<file path="src/rtl/mem_pkg.sv">
// rtl/mem_pkg.sv - shared command encodings, FSM state type and width defaults for the RAM port arbiter
package mem_pkg;

   localparam int AW_DEF = 9;
   localparam int DW_DEF = 16;

   localparam logic [1:0] MREAD  = 2'b11;
   localparam logic [1:0] MWRITE = 2'b10;
   localparam logic [1:0] MNONE  = 2'b01;

   typedef enum logic [1:0] {
      S_IDLE  = 2'd0,
      S_ISSUE = 2'd1,
      S_WAIT  = 2'd2,
      S_DONE  = 2'd3
   } arb_state_t;

   // Only real RAM operations may win arbitration; anything else is ignored.
   function automatic logic cmd_is_valid(input logic [1:0] cmd);
      return (cmd == MREAD) || (cmd == MWRITE);
   endfunction

endpackage

</file>
<file path="src/rtl/mem_port_arbiter_rr_pick2.sv">
// rtl/mem_port_arbiter_rr_pick2.sv - combinational 2-way round-robin selector
module rr_pick2 (
   input  logic [1:0] req_i,
   input  logic       last_i,
   output logic       owner_o,
   output logic       valid_o
);

   // A lone requester wins; on a tie the port that was not served last wins.
   always_comb begin
      valid_o = |req_i;
      owner_o = 1'b0;
      if (req_i == 2'b11) begin
         owner_o = ~last_i;
      end else begin
         owner_o = req_i[1];
      end
   end

endmodule

</file>
<file path="src/rtl/mem_port_arbiter.sv">
// rtl/mem_port_arbiter.sv - round-robin sharing of the single-port RAM between cpu and loader ports
module mem_port_arbiter
   import mem_pkg::*;
#(
   parameter int AW     = AW_DEF,
   parameter int DW     = DW_DEF,
   parameter int RD_LAT = 1
) (
   input  logic          clk,
   input  logic          reset,
   input  logic          req0,
   input  logic [1:0]    cmd0,
   input  logic [AW-1:0] addr0,
   input  logic [DW-1:0] wdata0,
   output logic          ack0,
   output logic [DW-1:0] rdata0,
   input  logic          req1,
   input  logic [1:0]    cmd1,
   input  logic [AW-1:0] addr1,
   input  logic [DW-1:0] wdata1,
   output logic          ack1,
   output logic [DW-1:0] rdata1,
   output logic [1:0]    grant,
   output logic          busy,
   output logic [1:0]    mem_cmd,
   output logic [AW-1:0] mem_addr,
   output logic [DW-1:0] write_data,
   input  logic [DW-1:0] read_data
);

   // Wait-state count loaded on entry to S_WAIT; S_WAIT lasts RD_LAT cycles.
   localparam logic [1:0] CNT_INIT = 2'(RD_LAT - 1);

   arb_state_t    state_q;
   logic          owner_q;
   logic          last_q;
   logic [1:0]    cmd_q;
   logic [1:0]    cnt_q;
   logic          ack0_q;
   logic          ack1_q;
   logic [DW-1:0] rdata0_q;
   logic [DW-1:0] rdata1_q;
   logic [1:0]    grant_q;
   logic [1:0]    mem_cmd_q;
   logic [AW-1:0] mem_addr_q;
   logic [DW-1:0] write_data_q;

   logic [1:0]    req_vld;
   logic          pick_owner;
   logic          pick_valid;
   logic [1:0]    cmd_d;
   logic [AW-1:0] addr_d;
   logic [DW-1:0] wdata_d;

   // Filter out requests carrying a non-RAM command before arbitration.
   always_comb begin
      req_vld[0] = req0 & cmd_is_valid(cmd0);
      req_vld[1] = req1 & cmd_is_valid(cmd1);
   end

   rr_pick2 u_pick (
      .req_i   (req_vld),
      .last_i  (last_q),
      .owner_o (pick_owner),
      .valid_o (pick_valid)
   );

   // Fields of the winning port, latched only when leaving S_IDLE.
   always_comb begin
      cmd_d   = pick_owner ? cmd1   : cmd0;
      addr_d  = pick_owner ? addr1  : addr0;
      wdata_d = pick_owner ? wdata1 : wdata0;
   end

   // Arbitration FSM; every RAM-facing output and handshake is a register here.
   always_ff @(posedge clk) begin
      if (reset) begin
         state_q      <= S_IDLE;
         owner_q      <= 1'b0;
         last_q       <= 1'b1;
         cmd_q        <= MNONE;
         cnt_q        <= 2'd0;
         ack0_q       <= 1'b0;
         ack1_q       <= 1'b0;
         rdata0_q     <= '0;
         rdata1_q     <= '0;
         grant_q      <= 2'b00;
         mem_cmd_q    <= MNONE;
         mem_addr_q   <= '0;
         write_data_q <= '0;
      end else begin
         ack0_q <= 1'b0;
         ack1_q <= 1'b0;
         case (state_q)
            S_IDLE: begin
               if (pick_valid) begin
                  owner_q      <= pick_owner;
                  cmd_q        <= cmd_d;
                  mem_cmd_q    <= cmd_d;
                  mem_addr_q   <= addr_d;
                  write_data_q <= wdata_d;
                  grant_q      <= pick_owner ? 2'b10 : 2'b01;
                  state_q      <= S_ISSUE;
               end
            end
            S_ISSUE: begin
               if (cmd_q == MWRITE) begin
                  // The write strobe is exactly the one ISSUE cycle.
                  mem_cmd_q <= MNONE;
                  ack0_q    <= ~owner_q;
                  ack1_q    <= owner_q;
                  state_q   <= S_DONE;
               end else begin
                  // Keep MREAD and the address on the RAM until data is captured.
                  cnt_q   <= CNT_INIT;
                  state_q <= S_WAIT;
               end
            end
            S_WAIT: begin
               if (cnt_q == 2'd0) begin
                  if (owner_q) begin
                     rdata1_q <= read_data;
                  end else begin
                     rdata0_q <= read_data;
                  end
                  mem_cmd_q <= MNONE;
                  ack0_q    <= ~owner_q;
                  ack1_q    <= owner_q;
                  state_q   <= S_DONE;
               end else begin
                  cnt_q <= cnt_q - 2'd1;
               end
            end
            S_DONE: begin
               last_q  <= owner_q;
               grant_q <= 2'b00;
               state_q <= S_IDLE;
            end
            default: begin
               state_q <= S_IDLE;
            end
         endcase
      end
   end

   // Outputs are pure register taps; busy decodes the registered state only.
   always_comb begin
      ack0       = ack0_q;
      ack1       = ack1_q;
      rdata0     = rdata0_q;
      rdata1     = rdata1_q;
      grant      = grant_q;
      busy       = (state_q != S_IDLE);
      mem_cmd    = mem_cmd_q;
      mem_addr   = mem_addr_q;
      write_data = write_data_q;
   end

endmodule
</file>
<file path="config.mk">
export PLATFORM = sky130hd
export DESIGN_NAME = mem_port_arbiter
export DESIGN_NICKNAME = d
export VERILOG_FILES = /design/src/rtl/mem_pkg.sv /design/src/rtl/mem_port_arbiter_rr_pick2.sv /design/src/rtl/mem_port_arbiter.sv
export SDC_FILE = /design/constraint.sdc
export NUM_CORES = 1
export LEC_CHECK = 0
export CAP_MARGIN = 20
export CORE_AREA = 2 2 85 87
export DETAILED_ROUTE_END_ITERATION = 16
export DIE_AREA = 0 0 87 89
export PLACE_DENSITY = 0.85
export SLEW_MARGIN = 10
export SYNTH_ARGS = -nofsm -noshare
export SYNTH_HDL_FRONTEND = slang
export SYNTH_HIERARCHICAL = 1
export SYNTH_SLANG_ARGS = --single-unit
</file>
<file path="constraint.sdc">
create_clock -name clk -period 2.46 [get_ports clk]
set_input_delay 0.492 -clock clk [delete_from_list [all_inputs] [get_ports clk]]
set_output_delay 0.492 -clock clk [all_outputs]
set_load 0.05 [all_outputs]
</file>
; ---- Yosys cells after proc, flatten, opt, wreduce, memory -nomap -nowiden
; Index checks and enable logic that the tools add are counted.
[classes]
add_sub_neg = 1
multipliers = 0
div_mod_pow = 0
magnitude_cmp = 0
n_eq_ne = 14
shift = 0
mux = 24
bitwise_logic = 4
reduce_logical = 16
[op_table]
columns = op, n
row1 = 2-bit 2-to-1 mux, 10
row2 = "2-bit == test, second input constant", 8
row3 = 16-bit 2-to-1 mux, 1
row4 = "2-bit != test, second input constant", 5
row5 = 9-bit 2-to-1 mux, 1
row6 = 3-bit AND reduction, 3
row7 = 2-bit case mux with 2 select lines, 2
row8 = 2-bit case mux with 4 select lines, 1
row9 = 1-bit 2-to-1 mux, 6
row10 = 2-bit case mux with 3 select lines, 1
row11 = 2-bit AND reduction, 3
row12 = 2-bit nonzero test, 3
row13 = 2-bit zero test, 2
row14 = 1-bit case mux with 2 select lines, 2
row15 = 4-bit AND reduction, 1
row16 = 3-bit nonzero test, 1
row17 = 1-bit bitwise AND, 2
row18 = "2-bit by 1-bit == test with 1-bit output, second input constant", 1
row19 = 1-bit logical OR, 2
row20 = 1-bit NOT, 2
row21 = 2-bit OR reduction, 1
row22 = "2-bit by 1-bit subtractor with 2-bit output, second input constant", 1
[word_totals]
register_bits = 71
latch_bits = 0
ramBits = 0
mem_bits_ro = 0
input_bits = 74
output_inout_bits = 64
memories = 0

; ---- Logic depth before layout (Yosys ltp)
[depth]
depth_word = 8
mapped_depth = 8

; ---- By module
; Netlist, hierarchy kept.
[by_module_without_submodules]
columns = module, instances, cells_per_inst, area_each_um2, seq_area_each_um2
row1 = mem_port_arbiter, 1, 334, 3001.6, 1421.4
row2 = rr_pick2, 1, 2, 13.8, 0.0

; ---- Worst setup path before layout
; Ideal clock, no wire load.
[synth_path]
kind = input to register
start = in req0
end = reg cmd_q[0]
setup_time_ps = 120
arrival_time_ps = 1570
required_ps = 2340
path_slack_ps = 770
path_stages = 7
n_path_buf = 2
path_cell_list = and2_1 a21boi_1 clkbuf_2 buf_4 mux2i_1 nor2_1 a211o_1
[synth_via]
elab_chain_len = 4
elab_cells_between_ends = 6
classes_between = eq/ne: 1 / mux: 2 / bitwise: 1 / reduce/logical: 2
[synth_lines]
columns = item, line_no
row1 = start: declaration, mem_port_arbiter.sv:11  ; input logic req0,
row2 = 1-bit bitwise AND, mem_port_arbiter.sv:57  ; req_vld[0] = req0 & cmd_is_valid(cmd0);
row3 = 2-bit == test, mem_port_arbiter_rr_pick2.sv:13  ; if (req_i == 2'b11) begin
row4 = 1-bit 2-to-1 mux, mem_port_arbiter_rr_pick2.sv:13
row5 = named net pick_owner, mem_port_arbiter.sv:49  ; logic pick_owner;
row6 = 2-bit 2-to-1 mux, mem_port_arbiter.sv:70  ; cmd_d = pick_owner ? cmd1 : cmd0;
row7 = end signal: assignment, mem_port_arbiter.sv:98  ; cmd_q <= cmd_d;
row8 = end: declaration, mem_port_arbiter.sv:37  ; logic [1:0] cmd_q;
; The timed path passes the listed nets, and every way through them passes these cells.
; A chain may end at the register's enable or synchronous reset.

; ---- Worst setup path after layout
[layout_path]
start = reg grant_q[1] (netlist: grant[1])
end = out grant[1]
[layout_lines]
columns = item, line_no
row1 = start: declaration, mem_port_arbiter.sv:43  ; logic [1:0] grant_q;
row2 = start signal: assignment, mem_port_arbiter.sv:102  ; grant_q <= pick_owner ? 2'b10 : 2'b01;
row3 = end: declaration, mem_port_arbiter.sv:23  ; output logic [1:0] grant,
; No word-level cell between the ends.

==> results.py <==
metrics = {
    "run_status": {
        "status": "finished clean",
    },
    "timing": {
        "hold_violations": 0,
        "fin_tns_setup_ns": 0,
        "drv_slew": 0,
        "rsz0062_at_grt": "false",
        "setup_viol_count_final": 0,
        "slew_headroom": 0.478,
        "fin_crit_ns": 2.02,
        "skew_ns": 0.0119,
        "max_freq_mhz": 495,
        "tightest_slew_ns": 0.783,
        "finalCritPeriodShare": 0.820,
        "finalWorstSetupSlack_ns": 0.442,
    },
    "power_and_ir_drop": {
        "leakage_nw": 1.62,
        "ir_drop_uv": 493,
        "pwr_density_cell_nw_per_um2": 927,
    },
    "critical_path": {
        "start_kind": "flop",
        "regToRegEndpoint": "rdata0[5]$_SDFFE_PP0P_",
        "cpMaxStageDelayCell": "clkdlybuf4s50_1",
        "crit_buf_inv": 1,
        "crit_chain": "clkdlybuf4s50_1",
        "cp.required_ns": 1.97,
        "rrSetupSlack_ns": 0.61,
        "critPathMaxFanout": 2,
        "reg2reg_depth": 6,
        "crit_end": "grant[1]",
        "r2r-start": "state_q[0]$_SDFFE_PP0P_",
        "max_stage_delay_ns": 0.84,
        "critical_path_cell_count": 1,
        "end_kind": "output pin",
        "crit_path_start": "grant[1]$_SDFFE_PP0P_",
        "setup.worst_path.class": "reg -> out",
        "arrival_ns": 1.53,
        "crit_family": "buffers and inverters",
    },
    "floorplan": {
        "fp-row-count": 30,
        "die_w_um": 87,
        "start_util": 0.449,
        "pin_count": 138,
        "die_area_um2": 7740,
        "die_h_um": 89,
        "design.core.area_um2": 6720,
    },
    "yosys": {
        "synthArstFlopShare": 0,
        "ys_warn_count": 6,
        "synth_seq_area_share": 0.471,
        "synth_cells": 336,
        "syn_area_um2": 3020,
        "synth-edff-count": 0,
        "ys_ff_latch": 71,
        "synth_top_area_frac": 0.471,
        "synth_most_common_cell": "dfxtp_1",
        "yosys-top-cells-count": "71 x dfxtp_1, 70 x nand2_1, 36 x a21oi_1",
        "syn_avg_cell_area_um2": 8.97,
        "synth_ff_type": "dfxtp_1",
        "synth_nets": 416,
        "ys_types": 39,
        "synth_top_area_cell": "dfxtp_1",
        "synth.area.top_cells": "dfxtp_1 47%, mux2i_1 9.3%, nand2_1 8.7%",
    },
    "layout": {
        "fill_cells": 533,
        "antenna_cells": 0,
        "nets": 544,
        "area_growth_pct": 51.0,
        "drive_gt1_frac": 0.0618,
        "fin_cells": 549,
    },
    "clocking": {
        "ctsResizeCount": 0,
        "clockBufferDepth": 2,
        "htree_levels": 3,
        "cts_tree": "built",
        "numCtsBuffers": 9,
        "clkSinkCount": 71,
        "clkTransAtPathRegs_ns": 0.07,
        "cts_hold_buf": 0,
        "root_buffer": "clkbuf_8",
        "clock_latency_ns": 0.34,
        "postCtsSetupRepairBufs": 0,
    },
    "route": {
        "drc": 0,
        "wirelength_um": 7730,
        "antenna_left": 0,
        "wl_per_cell_um": 14.1,
        "dr.first_iter.drc_count": 69,
        "drtPass1Iterations": 4,
        "vias": 2826,
        "drt-vias-per-instance": 5.15,
    },
    "placement": {
        "post-place-cells": 533,
        "pre_cts_slack_ns": 0.277,
        "gp_congestion": 0.825,
        "dp_hpwl_um": 5710,
        "io_buffers": 137,
    },
    "global_routing": {
        "first_global_vias": 2599,
        "grt_max_degree": 54,
        "antenna_found_initial": 0,
        "overflow": 0,
        "grt_pass1_wl_um": 12100,
        "grt_usage": 0.199,
    },
    "hold_path": {
        "hold_class": "reg -> reg",
    },
    "job": {
        "drv_cap": 0,
    },
}
==> logic make-up (layout without fill, tap and decap cells) <==
family | Yosys count | count (layout) | synth area share
AO/OA/AOI/OAI | 78 | 78 | 0.166
adder cells (fa/ha/maj) | 6 | 6 | 0.0249
buffers and inverters | 31 | 164 | 0.0722
flip-flops | 71 | 71 | 0.471
multiplexers | 28 | 28 | 0.0929
AND/OR/NAND/NOR | 122 | 122 | 0.173
==> worst min path at each step <==
| stage | start | end | cells past startpoint |
|---|---|---|---|
| after floorplan | cnt_q[1]$_SDFFE_PP0P_ | cnt_q[1]$_SDFFE_PP0P_ | 2 |
| after global placement | cnt_q[1]$_SDFFE_PP0P_ | cnt_q[1]$_SDFFE_PP0P_ | 2 |
| after detailed placement | rdata1[14]$_SDFFE_PP0P_ | rdata1[14]$_SDFFE_PP0P_ | 2 |
| after CTS | rdata0[14]$_SDFFE_PP0P_ | rdata0[14]$_SDFFE_PP0P_ | 2 |
| after global routing | rdata0[14]$_SDFFE_PP0P_ | rdata0[14]$_SDFFE_PP0P_ | 2 |
| final | rdata0[14]$_SDFFE_PP0P_ | rdata0[14]$_SDFFE_PP0P_ | 2 |
==> stage by stage <==
stage / instance area (um2) / total power [mW] / hold WS, ns / utilization
after global routing: 4550 / 4.43 / 0.471 / 0.677
after detailed placement: 4350 / 3.33 / 0.446 / 0.648
final: 4550 / 4.22 / 0.454 / 0.677
after global placement: 4350 / 3.29 / 0.438 / 0.648
after floorplan: 3020 / 2.76 / 0.432 / -
after CTS: 4550 / 4.24 / 0.456 / 0.677
==> where the power goes <==
group	internal, mW	switching (mW)	total (mW)	leakage (nW)
combinational	0.660	1.18	1.84	0.945
sequential	1.35	0.119	1.47	0.580
clock	0.490	0.422	0.912	0.0981
total	2.50	1.72	4.22	1.62
==> area by class of cell <==
| cell class | instances | area [um2] | area share |
|---|---|---|---|
| multi-input combinational | 234 | 1390 | 0.305 |
| inverter | 7 | 26.3 | 0.00577 |
| tap | 80 | 100 | 0.0220 |
| timing repair buffer | 141 | 1420 | 0.312 |
| clock inverter | 6 | 60.1 | 0.0132 |
| sequential | 71 | 1420 | 0.312 |
| clock buffer | 10 | 138 | 0.0302 |
==> cells in the final DEF, fill, tap and decap left out, types with 3 or more instances in the layout <==
cell / Yosys / routed
o21ai_0: 3 / 3
buf_4: 4 / 3
nand2_1: 70 / 70
a21oi_1: 36 / 36
a211o_1: 3 / 3
nor2_1: 33 / 33
and2_1: 3 / 3
clkbuf_8: 3 / 10
dfxtp_1: 71 / 71
a211oi_1: 27 / 27
inv_1: 7 / 7
mux2i_1: 28 / 28
ha_1: 6 / 6
clkinv_2: 0 / 3
clkdlybuf4s50_1: 0 / 135
==> flip-flops by register name, indices dropped and copies added, names as in the netlist <==
register,cells
rdata0,16
mem_addr,9
last_q,1
write_data,16
cnt_q,2
owner_q,1
ack1,1
rdata1,16
state_q,2
cmd_q,2
mem_cmd,2
grant,2
ack0,1
==> routing by layer <==
metal / track usage / up-vias / wire length, um
met4: 0.0682 / 0 / 109
met3: 0.0794 / 10 / 772
met1: 0.230 / 1286 / 3170
li1: - / 1409 / -
met2: 0.335 / 121 / 3680
met5: 0 / - / 0
Note: power is estimated with default switching activity, not from simulation.
